**src/rtl/instr_fetch.sv**
```systemverilog
// LEGv8 instruction fetch sequencer: owns the PC, fetches over req/ack and presents over valid/ready.
// Optional FETCH_HALT_EN: an accepted all-zero instruction word parks the block in S_HALT until reset.
module instr_fetch #(
  parameter int              PC_W     = 64,
  parameter logic [PC_W-1:0] RESET_PC = '0
) (
  input  logic            clk,
  input  logic            rst_n,
  output logic            imem_req,
  output logic [PC_W-1:0] imem_addr,
  input  logic            imem_ack,
  input  logic [31:0]     imem_rdata,
  output logic            instr_valid,
  input  logic            instr_ready,
  output logic [31:0]     instr,
  output logic [10:0]     opcode,
  output logic [PC_W-1:0] pc_out,
  input  logic            redirect,
  input  logic [PC_W-1:0] redirect_base,
  input  logic [25:0]     redirect_offset
);

`ifdef FETCH_HALT_EN
  typedef enum logic [1:0] {S_IDLE, S_REQ, S_HOLD, S_HALT} state_t;
`else
  typedef enum logic [1:0] {S_IDLE, S_REQ, S_HOLD} state_t;
`endif

  state_t          state;
  logic [PC_W-1:0] pc;
  logic            squash;
  logic [PC_W-1:0] ext_offset;
  logic [PC_W-1:0] target;

  // Word offset is sign-extended and scaled to bytes; the sum wraps modulo 2^PC_W.
  assign ext_offset = {{(PC_W-26){redirect_offset[25]}}, redirect_offset};
  assign target     = redirect_base + {ext_offset[PC_W-3:0], 2'b00};
  assign opcode     = instr[31:21];

  // Outputs are registered; a request in S_REQ with imem_req low is the
  // one-cycle gap that follows a squashed ack, and the next edge re-issues.
  always_ff @(posedge clk or negedge rst_n) begin
    if (!rst_n) begin
      state       <= S_IDLE;
      pc          <= RESET_PC;
      imem_req    <= 1'b0;
      imem_addr   <= RESET_PC;
      instr_valid <= 1'b0;
      instr       <= '0;
      pc_out      <= RESET_PC;
      squash      <= 1'b0;
    end else begin
      case (state)
        S_IDLE: begin
          state    <= S_REQ;
          imem_req <= 1'b1;
          if (redirect) begin
            pc        <= target;
            imem_addr <= target;
          end else begin
            imem_addr <= pc;
          end
        end

        S_REQ: begin
          if (!imem_req) begin
            imem_req <= 1'b1;
            if (redirect) begin
              pc        <= target;
              imem_addr <= target;
            end else begin
              imem_addr <= pc;
            end
          end else if (imem_ack) begin
            imem_req <= 1'b0;
            squash   <= 1'b0;
            if (redirect) begin
              pc <= target;
            end else if (!squash) begin
              instr       <= imem_rdata;
              pc_out      <= pc;
              instr_valid <= 1'b1;
              pc          <= pc + PC_W'(4);
              state       <= S_HOLD;
            end
          end else if (redirect) begin
            // The outstanding address stays on the bus; its data is dropped on ack.
            pc     <= target;
            squash <= 1'b1;
          end
        end

        S_HOLD: begin
          if (redirect) begin
            instr_valid <= 1'b0;
            pc          <= target;
            imem_req    <= 1'b1;
            imem_addr   <= target;
            state       <= S_REQ;
          end else if (instr_ready) begin
            instr_valid <= 1'b0;
`ifdef FETCH_HALT_EN
            if (instr == 32'h0000_0000) begin
              state <= S_HALT;
            end else begin
              imem_req  <= 1'b1;
              imem_addr <= pc;
              state     <= S_REQ;
            end
`else
            imem_req  <= 1'b1;
            imem_addr <= pc;
            state     <= S_REQ;
`endif
          end
        end

`ifdef FETCH_HALT_EN
        S_HALT: begin
          imem_req    <= 1'b0;
          instr_valid <= 1'b0;
        end
`endif

        default: state <= S_IDLE;
      endcase
    end
  end

endmodule

```
**config.mk**
```make
export PLATFORM = sky130hd
export DESIGN_NAME = instr_fetch
export DESIGN_NICKNAME = d
export VERILOG_FILES = /design/src/rtl/instr_fetch.sv
export SDC_FILE = /design/constraint.sdc
export NUM_CORES = 1
export LEC_CHECK = 0
export CAP_MARGIN = 20
export CORE_MARGIN = 3
export CORE_UTILIZATION = 52
export DETAILED_ROUTE_END_ITERATION = 8
export MAX_ROUTING_LAYER = met4
export PLACE_DENSITY = 0.77
export RECOVER_POWER = 100
export SYNTH_ARGS = -nofsm -noshare
export SYNTH_HDL_FRONTEND = slang
export SYNTH_SLANG_ARGS = --single-unit
```
**constraint.sdc**
```tcl
create_clock -name clk -period 3 [get_ports clk]
set_input_delay 0.6 -clock clk [delete_from_list [all_inputs] [get_ports clk]]
set_output_delay 0.6 -clock clk [all_outputs]
set_load 0.01 [all_outputs]
```
Word-level counts from Yosys, hierarchy flattened
Cells that the tools add are included.
- add/sub/neg operators: 2
- eq/ne operators: 9
- mux-type cells: 31
- bitwise gates (word level): 2
- reductions and logical operators: 13
- operators by type and width (operator ; number):
    $mux W64 ; 8
    $pmux W64 S3 ; 1
    $pmux W64 S2 ; 1
    $add A64 B3 Y64 const B ; 1
    $add A64 B64 Y64 ; 1
    $mux W1 ; 12
    $mux W2 ; 6
    $ne A2 B2 Y1 const B ; 5
    $reduce_and A5 Y1 ; 2
    $pmux W2 S3 ; 1
    $reduce_and A3 Y1 ; 2
    $reduce_and A6 Y1 ; 1
    $reduce_bool A2 Y1 ; 3
    $ne A5 B5 Y1 const B ; 1
    $reduce_and A2 Y1 ; 2
    $ne A3 B3 Y1 const B ; 1
    $pmux W1 S3 ; 1
    $reduce_bool A3 Y1 ; 1
    $eq A2 B1 Y1 const B ; 1
    $eq A2 B2 Y1 const B ; 1
    $logic_not A2 Y1 ; 1
    $not A1 Y1 ; 2
    $pmux W1 S2 ; 1
    $reduce_or A2 Y1 ; 1
- flip-flop bits (word level): 229
- input port bits: 127
- output and inout bits: 173

Longest topological paths before layout
Gate-level depths: netlist (run 1).
- depth in word-level cells: 6
- mapped depth: 12
- gate-level depth less buffers: 12

Worst setup path before layout (run 1)
OpenSTA, ideal clock, no wires.
- path kind: in2reg
- start: input redirect_base[2]
- end: register imem_addr[44]
- setup time: 0.133 ns
- arrival time: 3.183 ns
- required time: 2.867 ns
- setup slack: -0.316 ns
- stages: 12
- path through: ha_1 -> fa_1 -> a211oi_1 -> o211ai_1 -> a311oi_1 -> o31ai_1 -> o21ai_1 -> nor3_1 -> or3b_1 -> xor2_1 -> mux2i_1 -> o21ai_0
- cells in the longest elaborated chain, start to end: 4
- RTL lines (element ; RTL line ; source):
    start: declaration ; 19 ; input logic [PC_W-1:0] redirect_base,
    $add A64 B64 Y64 (*) ; 37 ; assign target = redirect_base + {ext_offset[PC_W-3:0], 2'b00};
    $mux W64 ; 57, 68 ;
    $mux W64 ; 66 ; if (!imem_req) begin
    $pmux W64 S3 (*) ; 53 ; case (state)
    end signal: assignment ; 59 ; imem_addr <= target;
    end signal: assignment ; 61 ; imem_addr <= pc;
    end signal: assignment ; 70 ; imem_addr <= target;
    end: declaration ; 10 ; output logic [PC_W-1:0] imem_addr,
Mark *: on every way between the ends. The rest lies on a longest branch, timed or not. The select of a mux whose other input is x is not followed.
A chain may end at the register's enable or synchronous reset.

Worst setup path after layout (run 1)
- start: input redirect_offset[0]
- end: register imem_addr[44]
- cells in the longest elaborated chain, start to end: 4
- RTL lines (element ; RTL line ; source):
    start: declaration ; 20 ; input logic [25:0] redirect_offset
    $add A64 B64 Y64 (*) ; 37 ;
    $mux W64 ; 57, 68 ;
    $mux W64 ; 66 ;
    $pmux W64 S3 (*) ; 53 ;
Marked as above.

==> impl_metrics.env, run 1 <==
export IMPL_routedWlPerCell_microns=20.0
export IMPL_worstSetupPathType="in -> reg"
export IMPL_vdd_drop_max_mv=0.400
export IMPL_clock_sinks=229
export IMPL_switchingPower_mw=6.76
export IMPL_crit_chain="buf_6 > ha_4 > fa_2 > a211oi_2 > o211ai_1 > buf_4 > a311oi_4 > o31ai_2 > o21ai_2 > nor3_1 > or3b_1 > xor2_2 > mux2i_1 > o21ai_1"
export IMPL_timing_fmax_ghz=0.338
export IMPL_combPwrFrac_pct=49.2
export IMPL_hold_violations=0
export IMPL_internal_power_mw=10.4
export IMPL_root_buffer="clkbuf_16"
export IMPL_yosys_warnings=0
export IMPL_die_w_microns=173
export IMPL_overflow=0
export IMPL_critPathMaxStageDelay_ps=410
export IMPL_setup_violations=0
export IMPL_gp_routability_congestion=0.966
export IMPL_maxCapViolations=0
export IMPL_clk_latency_ps=510
export IMPL_placed_cell_area_sq_um=19800
export IMPL_tns_ps=0
export IMPL_cts_tree="yes"
export IMPL_synth_flop_cell="dfrtp_1"
export IMPL_clockBufferDepth=3
export IMPL_start_util_pct=53.2
export IMPL_avgSynthCellArea_sq_um=9.07
export IMPL_dieHeight_microns=173
export IMPL_antenna_found_initial=2
export IMPL_p_leak_nw=9.71
export IMPL_r2r_cells=9
export IMPL_grt_pass1_wl_mm=78.1
export IMPL_rsz0062_at_grt="yes"
export IMPL_track_usage_pct=32.7
export IMPL_endpoint_kind="register"
export IMPL_design_portCount=300
export IMPL_drt_antenna_violating_nets=0
export IMPL_r2r_slack_ps=170
export IMPL_critPathBufInv=2
export IMPL_layout_drive_gt1_share_pct=28.1
export IMPL_place_ws_ps=-1030
export IMPL_syn2layout_area_growth_pct=49.6
export IMPL_grt_pass1_vias=14700
export IMPL_rr_endpoint="pc[26]$_DFFE_PN0P_"
export IMPL_ys_async_sr_fraction_pct=100
export IMPL_holdBufCountCts=0
export IMPL_arrival_ps=3360
export IMPL_period_needed_ps=2960
export IMPL_dieArea_sq_um=29800
export IMPL_wirelength_mm=50.6
export IMPL_drv_slew=0
export IMPL_slowest_stage="or3b_1"
export IMPL_hold_class="in -> async"
export IMPL_cp_top_family="compound AO/OA/AOI/OAI gates"
export IMPL_synth_edf_count=0
export IMPL_dp_hpwl_mm=36.1
export IMPL_timing_final_ws_setup_ps=38.0
export IMPL_p_per_area_nw_per_um2=797
export IMPL_seq_area_frac_synth_pct=39.7
export IMPL_rows=60
export IMPL_slew_headroom_pct=4.18
export IMPL_tightest_slew_ps=1440
export IMPL_p_sw_share_pct=39.3
export IMPL_power_share_sequential_pct=34.1
export IMPL_viasPerCell=5.96
export IMPL_dr_pass1_iters=6
export IMPL_fin_skew_ps=11.5
export IMPL_synth_cell_types=72
export IMPL_drc=0
export IMPL_final_nets=2324
export IMPL_p_clk_share_pct=16.8
export IMPL_core_area_sq_um=27100
export IMPL_via_count=15000
export IMPL_stdcell_count=2524
export IMPL_clk_pin_slew_worst_paths_ps=60
export IMPL_synthCells=1590
export IMPL_syn_area_sq_um=14400
export IMPL_synth_nets=1780
export IMPL_r2r_start="imem_req$_DFFE_PN0P_"
export IMPL_status="finished, final reports clean"
export IMPL_design_area_sq_um=21600
export IMPL_crit_fanout=3
export IMPL_first_iter_violations=1582
export IMPL_crit_required_ps=3390
export IMPL_startpoint_type="input pin"
export IMPL_grt_max_degree=87
export IMPL_utilization_pct=79.6
export IMPL_cts_buffers_inserted=23
export IMPL_period_share_pct=98.7
export IMPL_synth_seq_cells=229
export IMPL_dp_cells=2453
export IMPL_io_buffers=299
export IMPL_cts_max_level=1
==> Yosys cell counts (5+ instances only) <==
master      n  area, sq um
ha_1       62          776
nand4_1    35          219
a311oi_1    5         43.8
xor2_1     23          201
a21o_1     26          195
a21oi_1   153          766
inv_1      21         78.8
nor2_1    138          518
nand2_1   152          571
o211ai_1    5         37.5
a31oi_1    21          131
mux2i_1    47          470
o21ai_0   122          611
buf_4      15          113
nor4_1      5         31.3
o21a_1     17          128
xnor2_1    35          307
o221a_2     6         67.6
dfrtp_1   229         5730
o31ai_1     7         52.6
mux2_2     96         1080
and2_1     10         62.6
nor3_1     31          155
o21ai_1     5         25.0
a211oi_1    8         60.1
buf_1      16         60.1
o21bai_1   13         97.6
nand3_1    34          170
a21boi_0    7         52.6
or3_1       7         43.8
nand2b_1    5         31.3
o22ai_1    44          275
o221ai_1    7         61.3
clkbuf_1   65          244
and3_1     34          213
buf_2      16         80.1
==> area by class of cell <==
cell class	instances	area, sq um
Antenna cell	1	2.50
Clock buffer	31	636
Clock inverter	11	116
Sequential cell	229	5730
Multi-Input combinational cell	1228	8980
Inverter	21	78.8
Tap cell	372	465
Fill cell	1796	5520
Timing Repair Buffer	631	5570
==> worst max path at each step <==
stage | start | to | slack [ps] | cells after the start
final | redirect_offset[0] | imem_addr[44]$_DFFE_PN0P_ | 40 | 14
after global routing | redirect_offset[25] | imem_addr[60]$_DFFE_PN0P_ | -50 | 14
after CTS | redirect_base[19] | pc[56]$_DFFE_PN0P_ | 0.3 | 14
after detailed placement | redirect_base[2] | imem_addr[60]$_DFFE_PN0P_ | -1030 | 14
after global placement | redirect_base[2] | imem_addr[60]$_DFFE_PN0P_ | -930 | 14
after floorplan | redirect_base[2] | imem_addr[44]$_DFFE_PN0P_ | -90 | 12
==> worst reg2reg max path, stage by stage, from the launching register on <==
cell      delay [ps]
dfrtp_1          520
and3_1           330
clkbuf_1         260
nand2_1          140
or4_1            600
nor2_1           160
buf_4            160
a41oi_1          120
o21ai_0          250
o221a_2          230
==> through the flow <==
step | total power [mW] | hold slack [ps]
after floorplan | 9.76 | 304
after global placement | 14.1 | 463
after detailed placement | 14.4 | 470
after CTS | 17.5 | 20.1
after global routing | 18.1 | 503
final | 17.2 | 420
==> cell families (layout without fill, tap and decap cells) <==
logic type | Yosys count | count (layout) | share of synthesized area (%)
other | 0 | 1 | 0
muxes | 146 | 146 | 11.0
adders and majority gates | 63 | 63 | 5.52
and+or+nand+nor | 482 | 482 | 16.1
buffers and inverters | 133 | 694 | 3.99
DFF | 229 | 229 | 39.7
xor gates and xnor gates | 58 | 58 | 3.52
AOI/OAI and AO/OA | 479 | 479 | 20.1
==> cell usage in the layout (no fill, tap or decap), types with 29 or more instances in the layout <==
master,count
and3_1,33
dlymetal6s2s_1,31
nor3_1,29
ha_4,30
nand4_1,35
clkdlybuf4s50_1,75
a21oi_1,140
o21ai_0,100
nand2_1,146
dfrtp_1,228
buf_4,312
dlygate4sd3_1,174
nand3_1,34
ha_1,31
nor2_1,135
xnor2_1,30
mux2_2,94
mux2i_1,47
o22ai_1,44
==> state kept, by name, summed over array words and instances, names as in the netlist <==
name	count
imem_addr	64
imem_req	1
squash	1
instr	32
instr_valid	1
pc	64
state	2
pc_out	64
==> per-layer routing <==
layer	global-route usage [%]	up-vias	wire, microns
met5	-	-	0
met4	8.42	0	1500
met2	51.9	783	23900
met3	4.17	123	4240
li1	-	6907	-
met1	44.8	7234	20900
==> power by group through the flow <==
stage	clock network [mW]	logic (mW)	registers, mW
after floorplan	0	3.72	6.04
after global placement	0	8.34	5.81
after detailed placement	0	8.53	5.89
after CTS	2.90	8.70	5.86
after global routing	3.03	9.07	6.05
final	2.88	8.46	5.86
==> what timing repair did <==
action,4_1_cts,5_1_grt
setup buffers,18,12
pin swaps,33,55
endpoints found under the setup margin,70,60
resized for setup,94,128
gates cloned,1,0
No activity file was read; power rests on OpenSTA's default activity.
==> inputs of run 2 (changes only) <==
--- a/config.mk
+++ b/config.mk
@@ -6,6 +6,7 @@
 export NUM_CORES = 1
 export LEC_CHECK = 0
 export CAP_MARGIN = 20
+export CORE_ASPECT_RATIO = 0.75
 export CORE_MARGIN = 3
 export CORE_UTILIZATION = 52
 export DETAILED_ROUTE_END_ITERATION = 8
==> run 2 against run 1 <==
The run now ends with max-capacitance violations, max-slew violations, negative setup slack left. Global-route usage up 3.6 points. Sequential share of layout area decreased by 0.24 points. Non-clock buffer count is 6 higher. Wire length grew 9.8%. Maximum frequency shrank 2.2%. Register-to-register slack lost 40 ps. Clock-buffer cell count rose by 4. Critical path depth is the same. Core utilization grew 0.67 points. Via count grew 1.6%.
==> impl_metrics.env, run 2 (synthesis gave the netlist of run 1 again) <==
export IMPL_status="finished with violations"
export IMPL_violations="max-capacitance violations, max-slew violations, negative setup slack"
export IMPL_critPathMaxStageDelay_ps=540
export IMPL_io_buffers=299
export IMPL_core_area_sq_um=27100
export IMPL_cp_top_family="compound AO/OA/AOI/OAI gates"
export IMPL_dieArea_sq_um=29800
export IMPL_crit_chain="clkdlybuf4s50_1 > ha_4 > a211oi_2 > nor2_2 > a221o_1 > a31oi_4 > buf_6 > o21ai_2 > a31oi_1 > buf_4 > o21ai_1 > buf_4 > mux2i_2 > nand2_1"
export IMPL_clk_latency_ps=540
export IMPL_drv_slew=75
export IMPL_arrival_ps=3440
export IMPL_place_ws_ps=-1050
export IMPL_crit_required_ps=3410
export IMPL_drc=0
export IMPL_track_usage_pct=36.3
export IMPL_setup_violations=3
export IMPL_rsz0062_at_grt="yes"
export IMPL_fin_skew_ps=14.9
export IMPL_gp_routability_congestion=0.979
export IMPL_hold_violations=0
export IMPL_p_per_area_nw_per_um2=818
export IMPL_holdBufCountCts=0
export IMPL_p_leak_nw=9.76
export IMPL_dr_pass1_iters=6
export IMPL_reg_top3="imem_addr x64, pc x64, pc_out x64"
export IMPL_drt_antenna_violating_nets=0
export IMPL_endpoint_kind="register"
export IMPL_r2r_slack_ps=130
export IMPL_viasPerCell=6.09
export IMPL_grt_pass1_wl_mm=82.8
export IMPL_final_cell_mix="buf_4 (318), dfrtp_1 (226), dlygate4sd3_1 (172)"
export IMPL_utilization_pct=80.3
export IMPL_routedWlPerCell_microns=22.1
export IMPL_final_nets=2332
export IMPL_grt_max_degree=75
export IMPL_layout_drive_gt1_share_pct=28.9
export IMPL_wirelength_mm=55.5
export IMPL_stdcell_count=2512
export IMPL_hold_class="reg -> reg"
export IMPL_maxCapViolations=1
export IMPL_tightest_slew_ps=1900
export IMPL_final_common_cell="buf_4"
export IMPL_timing_fmax_ghz=0.330
export IMPL_cts_tree="yes"
export IMPL_rows=52
export IMPL_period_needed_ps=3030
export IMPL_grt_pass1_vias=14600
export IMPL_slowest_stage="clkdlybuf4s50_1"
export IMPL_first_iter_violations=1292
export IMPL_dp_cells=2449
export IMPL_via_count=15300
export IMPL_overflow=0
export IMPL_path_common_cell="buf_4"
export IMPL_crit_fanout=3
export IMPL_critPathBufInv=4
export IMPL_clock_sinks=229
export IMPL_cts_max_level=1
export IMPL_cts_buffers_inserted=25
export IMPL_clockBufferDepth=3
export IMPL_clk_pin_slew_worst_paths_ps=60
export IMPL_slew_headroom_pct=-27.0
export IMPL_timing_final_ws_setup_ps=-28.3
export IMPL_dieHeight_microns=150
export IMPL_worstSetupPathType="in -> reg"
export IMPL_root_buffer="clkbuf_16"
export IMPL_antenna_found_initial=1
export IMPL_die_w_microns=198
export IMPL_design_portCount=300
export IMPL_start_util_pct=53.2
export IMPL_vdd_drop_max_mv=0.663
export IMPL_startpoint_type="input pin"
export IMPL_syn2layout_area_growth_pct=51.0
export IMPL_dp_hpwl_mm=40.2
export IMPL_period_share_pct=101
run 2: cell count changes in the layout (fill, tap and decap cells not counted), sizes merged:
cell / change
clkbuf: +1
dlygate4sd3: -2
dlygate4sd2: +3
dlymetal6s2s: -4
clkinvlp: -3
clkdlybuf4s50: +7
clkinv: +2
clkdlybuf4s15: +4
buf: +1
run 2: tightest hold or removal path: cells and delay by family, from the launching register on:
family           cells  cell delay (ps)
AND/OR/NAND/NOR      1               40
AO/OA/AOI/OAI        1               60
flip-flops           1              340
run 2: what timing repair did:
item / CTS / global route
buffers inserted: 9 / 8
setup endpoints to repair: 64 / 58
pin swaps: 39 / 52
cloned: 1 / 0
gates resized for setup: 120 / 105
run 2: through the flow:
step / total power [mW] / area [sq um] / hold WS (ps) / TNS [ps]
finish: 17.8 / 21800 / 477 / -50.6
global placement: 14.4 / 19900 / 464 / -59190
global route: 18.7 / 21800 / 504 / -1480
floorplan: 9.76 / 14500 / 304 / -121
detailed placement: 14.7 / 19900 / 470 / -64460
CTS: 18.0 / 21300 / 30.2 / 0
run 2: final timing paths:
check / startpoint / endpoint / cells past startpoint
worst min-delay path: imem_addr[33]$_DFFE_PN0P_ / imem_addr[33]$_DFFE_PN0P_ / 2
worst max register to register: pc[20]$_DFFE_PN0P_ / pc[51]$_DFFE_PN0P_ / 11
worst min register to register: imem_addr[33]$_DFFE_PN0P_ / imem_addr[33]$_DFFE_PN0P_ / 2
worst max-delay path: redirect_base[15] / imem_addr[55]$_DFFE_PN0P_ / 14
min in group asynchronous: rst_n / pc[13]$_DFFE_PN0P_ / 1
max in group asynchronous: rst_n / imem_addr[1]$_DFFE_PN0P_ / 2
run 2: cell type report:
type,instances,area [sq um]
flip-flops and latches,229,5730
well taps,351,439
multi-input cells,1228,9060
diodes,1,2.50
fillers,1668,5350
clock buffers,35,713
repair buffers,637,5650
clock inverters,10,108
inverters,21,78.8
run 2: power by group:
group	switching (mW)	total (mW)	internal [mW]
Combinational	4.37	8.69	4.32
Clock	1.31	3.14	1.83
Sequential	1.42	5.98	4.57
Total	7.10	17.8	10.7
run 2: metal layers:
layer	up-vias	part of all wire (%)	GRT usage, %	routed length [microns]
li1	6942	-	-	-
met1	7466	42	49.2	23200
met2	765	48	58.3	26500
met3	122	7.5	4.32	4180
met4	0	2.9	9.83	1630
met5	-	0	-	0
==> inputs of run 3 (changes only) <==
--- a/config.mk
+++ b/config.mk
@@ -7,12 +7,13 @@
 export LEC_CHECK = 0
 export CAP_MARGIN = 20
 export CORE_ASPECT_RATIO = 0.75
-export CORE_MARGIN = 3
+export CORE_MARGIN = 2
 export CORE_UTILIZATION = 52
 export DETAILED_ROUTE_END_ITERATION = 8
 export MAX_ROUTING_LAYER = met4
 export PLACE_DENSITY = 0.77
 export RECOVER_POWER = 100
+export SETUP_SLACK_MARGIN = 0.5
 export SYNTH_ARGS = -nofsm -noshare
 export SYNTH_HDL_FRONTEND = slang
 export SYNTH_SLANG_ARGS = --single-unit
==> run 3 against run 2 <==
Die area decreased by 2.3%. Setup slack got worse by 150 ps. Core utilization up 7.0 points. Critical endpoint is now imem_addr[40]$_DFFE_PN0P_. The flow still finishes with violations (max-capacitance violations, max-slew violations, negative setup slack).
==> impl_metrics.env, run 3 (synthesis gave the netlist of run 1 again) <==
export IMPL_via_count=16800
export IMPL_dp_hpwl_mm=40.3
export IMPL_crit_fanout=4
export IMPL_gp_routability_congestion=0.946
export IMPL_fill_cells=1303
export IMPL_cts_tree="yes"
export IMPL_grt_pass1_wl_mm=90.4
export IMPL_slew_headroom_pct=-47.0
export IMPL_design_area_sq_um=23700
export IMPL_overflow=0
export IMPL_final_common_cell="buf_4"
export IMPL_dieArea_sq_um=29100
export IMPL_drc=0
export IMPL_start_util_pct=53.2
export IMPL_drv_slew=115
export IMPL_crit_required_ps=3460
export IMPL_period_needed_ps=3180
export IMPL_worstSetupPathType="in -> reg"
export IMPL_drt_antenna_violating_nets=0
export IMPL_final_nets=2394
export IMPL_layout_drive_gt1_share_pct=39.1
export IMPL_period_share_pct=106
export IMPL_core_area_sq_um=27100
export IMPL_cp_top_family="compound AO/OA/AOI/OAI gates"
export IMPL_clk_latency_ps=540
export IMPL_p_per_area_nw_per_um2=831
export IMPL_violations="max-capacitance violations, max-slew violations, negative setup slack"
export IMPL_p_leak_nw=10.2
export IMPL_utilization_pct=87.3
export IMPL_slowest_stage="o211ai_1"
export IMPL_io_buffers=299
export IMPL_cts_max_level=1
export IMPL_final_cell_mix="buf_4 (328), clkdlybuf4s50_1 (229), dfrtp_1 (217)"
export IMPL_maxCapViolations=2
export IMPL_vdd_drop_max_mv=0.649
export IMPL_cts_buffers_inserted=24
export IMPL_rsz0062_at_grt="yes"
export IMPL_design_portCount=300
export IMPL_arrival_ps=3630
export IMPL_clk_pin_slew_worst_paths_ps=70
export IMPL_hold_class="reg -> reg"
export IMPL_timing_fmax_ghz=0.315
export IMPL_die_w_microns=196
export IMPL_path_common_cell="buf_4"
export IMPL_startpoint_type="input pin"
export IMPL_clock_sinks=229
export IMPL_reg_top3="imem_addr x64, pc x64, pc_out x64"
export IMPL_dieHeight_microns=148
export IMPL_first_iter_violations=1682
export IMPL_setup_violations=4
export IMPL_syn2layout_area_growth_pct=64.2
export IMPL_status="finished with violations"
export IMPL_hold_violations=0
export IMPL_routedWlPerCell_microns=24.8
export IMPL_placed_cell_area_sq_um=20200
export IMPL_root_buffer="clkbuf_16"
export IMPL_fin_skew_ps=20.0
export IMPL_timing_final_ws_setup_ps=-176
export IMPL_clockBufferDepth=3
export IMPL_tightest_slew_ps=2200
export IMPL_grt_pass1_vias=16000
export IMPL_endpoint_kind="register"
export IMPL_viasPerCell=6.51
export IMPL_dr_pass1_iters=6
export IMPL_track_usage_pct=40.6
export IMPL_crit_chain="buf_8 > ha_4 > fa_2 > a211oi_2 > o211ai_1 > a311oi_2 > o31ai_1 > o21ai_1 > buf_4 > buf_4 > o21a_4 > o31ai_2 > xor2_1 > buf_4 > mux2i_1 > o21ai_1"
export IMPL_rows=52
export IMPL_wirelength_mm=63.9
export IMPL_antenna_found_initial=0
export IMPL_critPathMaxStageDelay_ps=520
export IMPL_critPathBufInv=4
export IMPL_grt_max_degree=85
-- run 3: cell count changes in the layout (fill, tap and decap cells not counted), moves of 25 or more --
| cell | before | now |
|---|---|---|
| dlygate4sd3_1 | 172 | 1 |
| clkdlybuf4s50_1 | 82 | 229 |
| buf_6 | 4 | 60 |
| o21ai_0 | 99 | 64 |
| dlymetal6s2s_1 | 27 | 1 |
| xnor2_1 | 34 | 8 |
| dlygate4sd2_1 | 7 | 32 |
-- run 3: power by group --
part	internal (mW)	leakage, nW	switching, mW
clock	1.98	0.419	1.38
combinational	5.28	7.08	5.07
sequential	4.58	2.68	1.40
total	11.8	10.2	7.85
-- run 3: cell type report --
class                   instances  area (sq um)  share of cell area (%)
repair buffers                700          6340                    26.7
clock buffers                  31           647                    2.73
diodes                          1          2.50                  0.0106
multi-input cells            1228         10200                    43.1
well taps                     351           439                    1.85
flip-flops and latches        229          5750                    24.3
clock inverters                13           223                   0.940
inverters                      21          81.3                   0.343
-- run 3: tightest hold or removal path: cells and delay by family (launching register included) --
family | cells | cell delay, ps
compound gates | 2 | 110
flops | 1 | 340
-- run 3: what timing repair did --
action / 4_1_cts / 5_1_grt
resized for setup: 405 / 168
hold buffers: 0 / 0
buffers inserted: 73 / 20
pin swaps: 150 / 106
gates cloned: 1 / 0
setup endpoints to repair: 102 / 98
-- run 3: routing by layer --
metal / wire, microns / track usage (%) / vias to the layer above
li1: - / - / 7037
met1: 24200 / 52.7 / 8133
met2: 29300 / 65.2 / 1265
met3: 6590 / 6.46 / 330
met4: 3810 / 14.2 / 0
met5: 0 / - / -
-- run 3: worst paths after layout --
check	cells past startpoint	slack [ps]	startpoint	end
hold / removal	2	490	imem_addr[45]$_DFFE_PN0P_	imem_addr[45]$_DFFE_PN0P_
hold reg to reg	2	490	imem_addr[45]$_DFFE_PN0P_	imem_addr[45]$_DFFE_PN0P_
setup reg to reg	6	170	state[0]$_DFFE_PN0P_	pc[36]$_DFFE_PN0P_
max in group asynchronous	2	420	rst_n	pc[48]$_DFFE_PN0P_
min in group asynchronous	1	680	rst_n	imem_addr[26]$_DFFE_PN0P_
setup / recovery	16	-180	redirect_offset[0]	imem_addr[40]$_DFFE_PN0P_
-- run 3: per-stage QoR --
stage          setup WS, ps  hold slack [ps]  cells  setup TNS, ps  total power, mW
2_1_floorplan         -78.0              304   1590          -89.1             9.85
3_3_place_gp           -878              465   2435         -51700             14.4
3_5_place_dp           -970              476   2435         -56470             14.8
4_1_cts                1.67             90.7   2553              0             18.8
5_1_grt                -237              498   2573           -776             20.5
6_report               -176              488   2574           -302             19.7
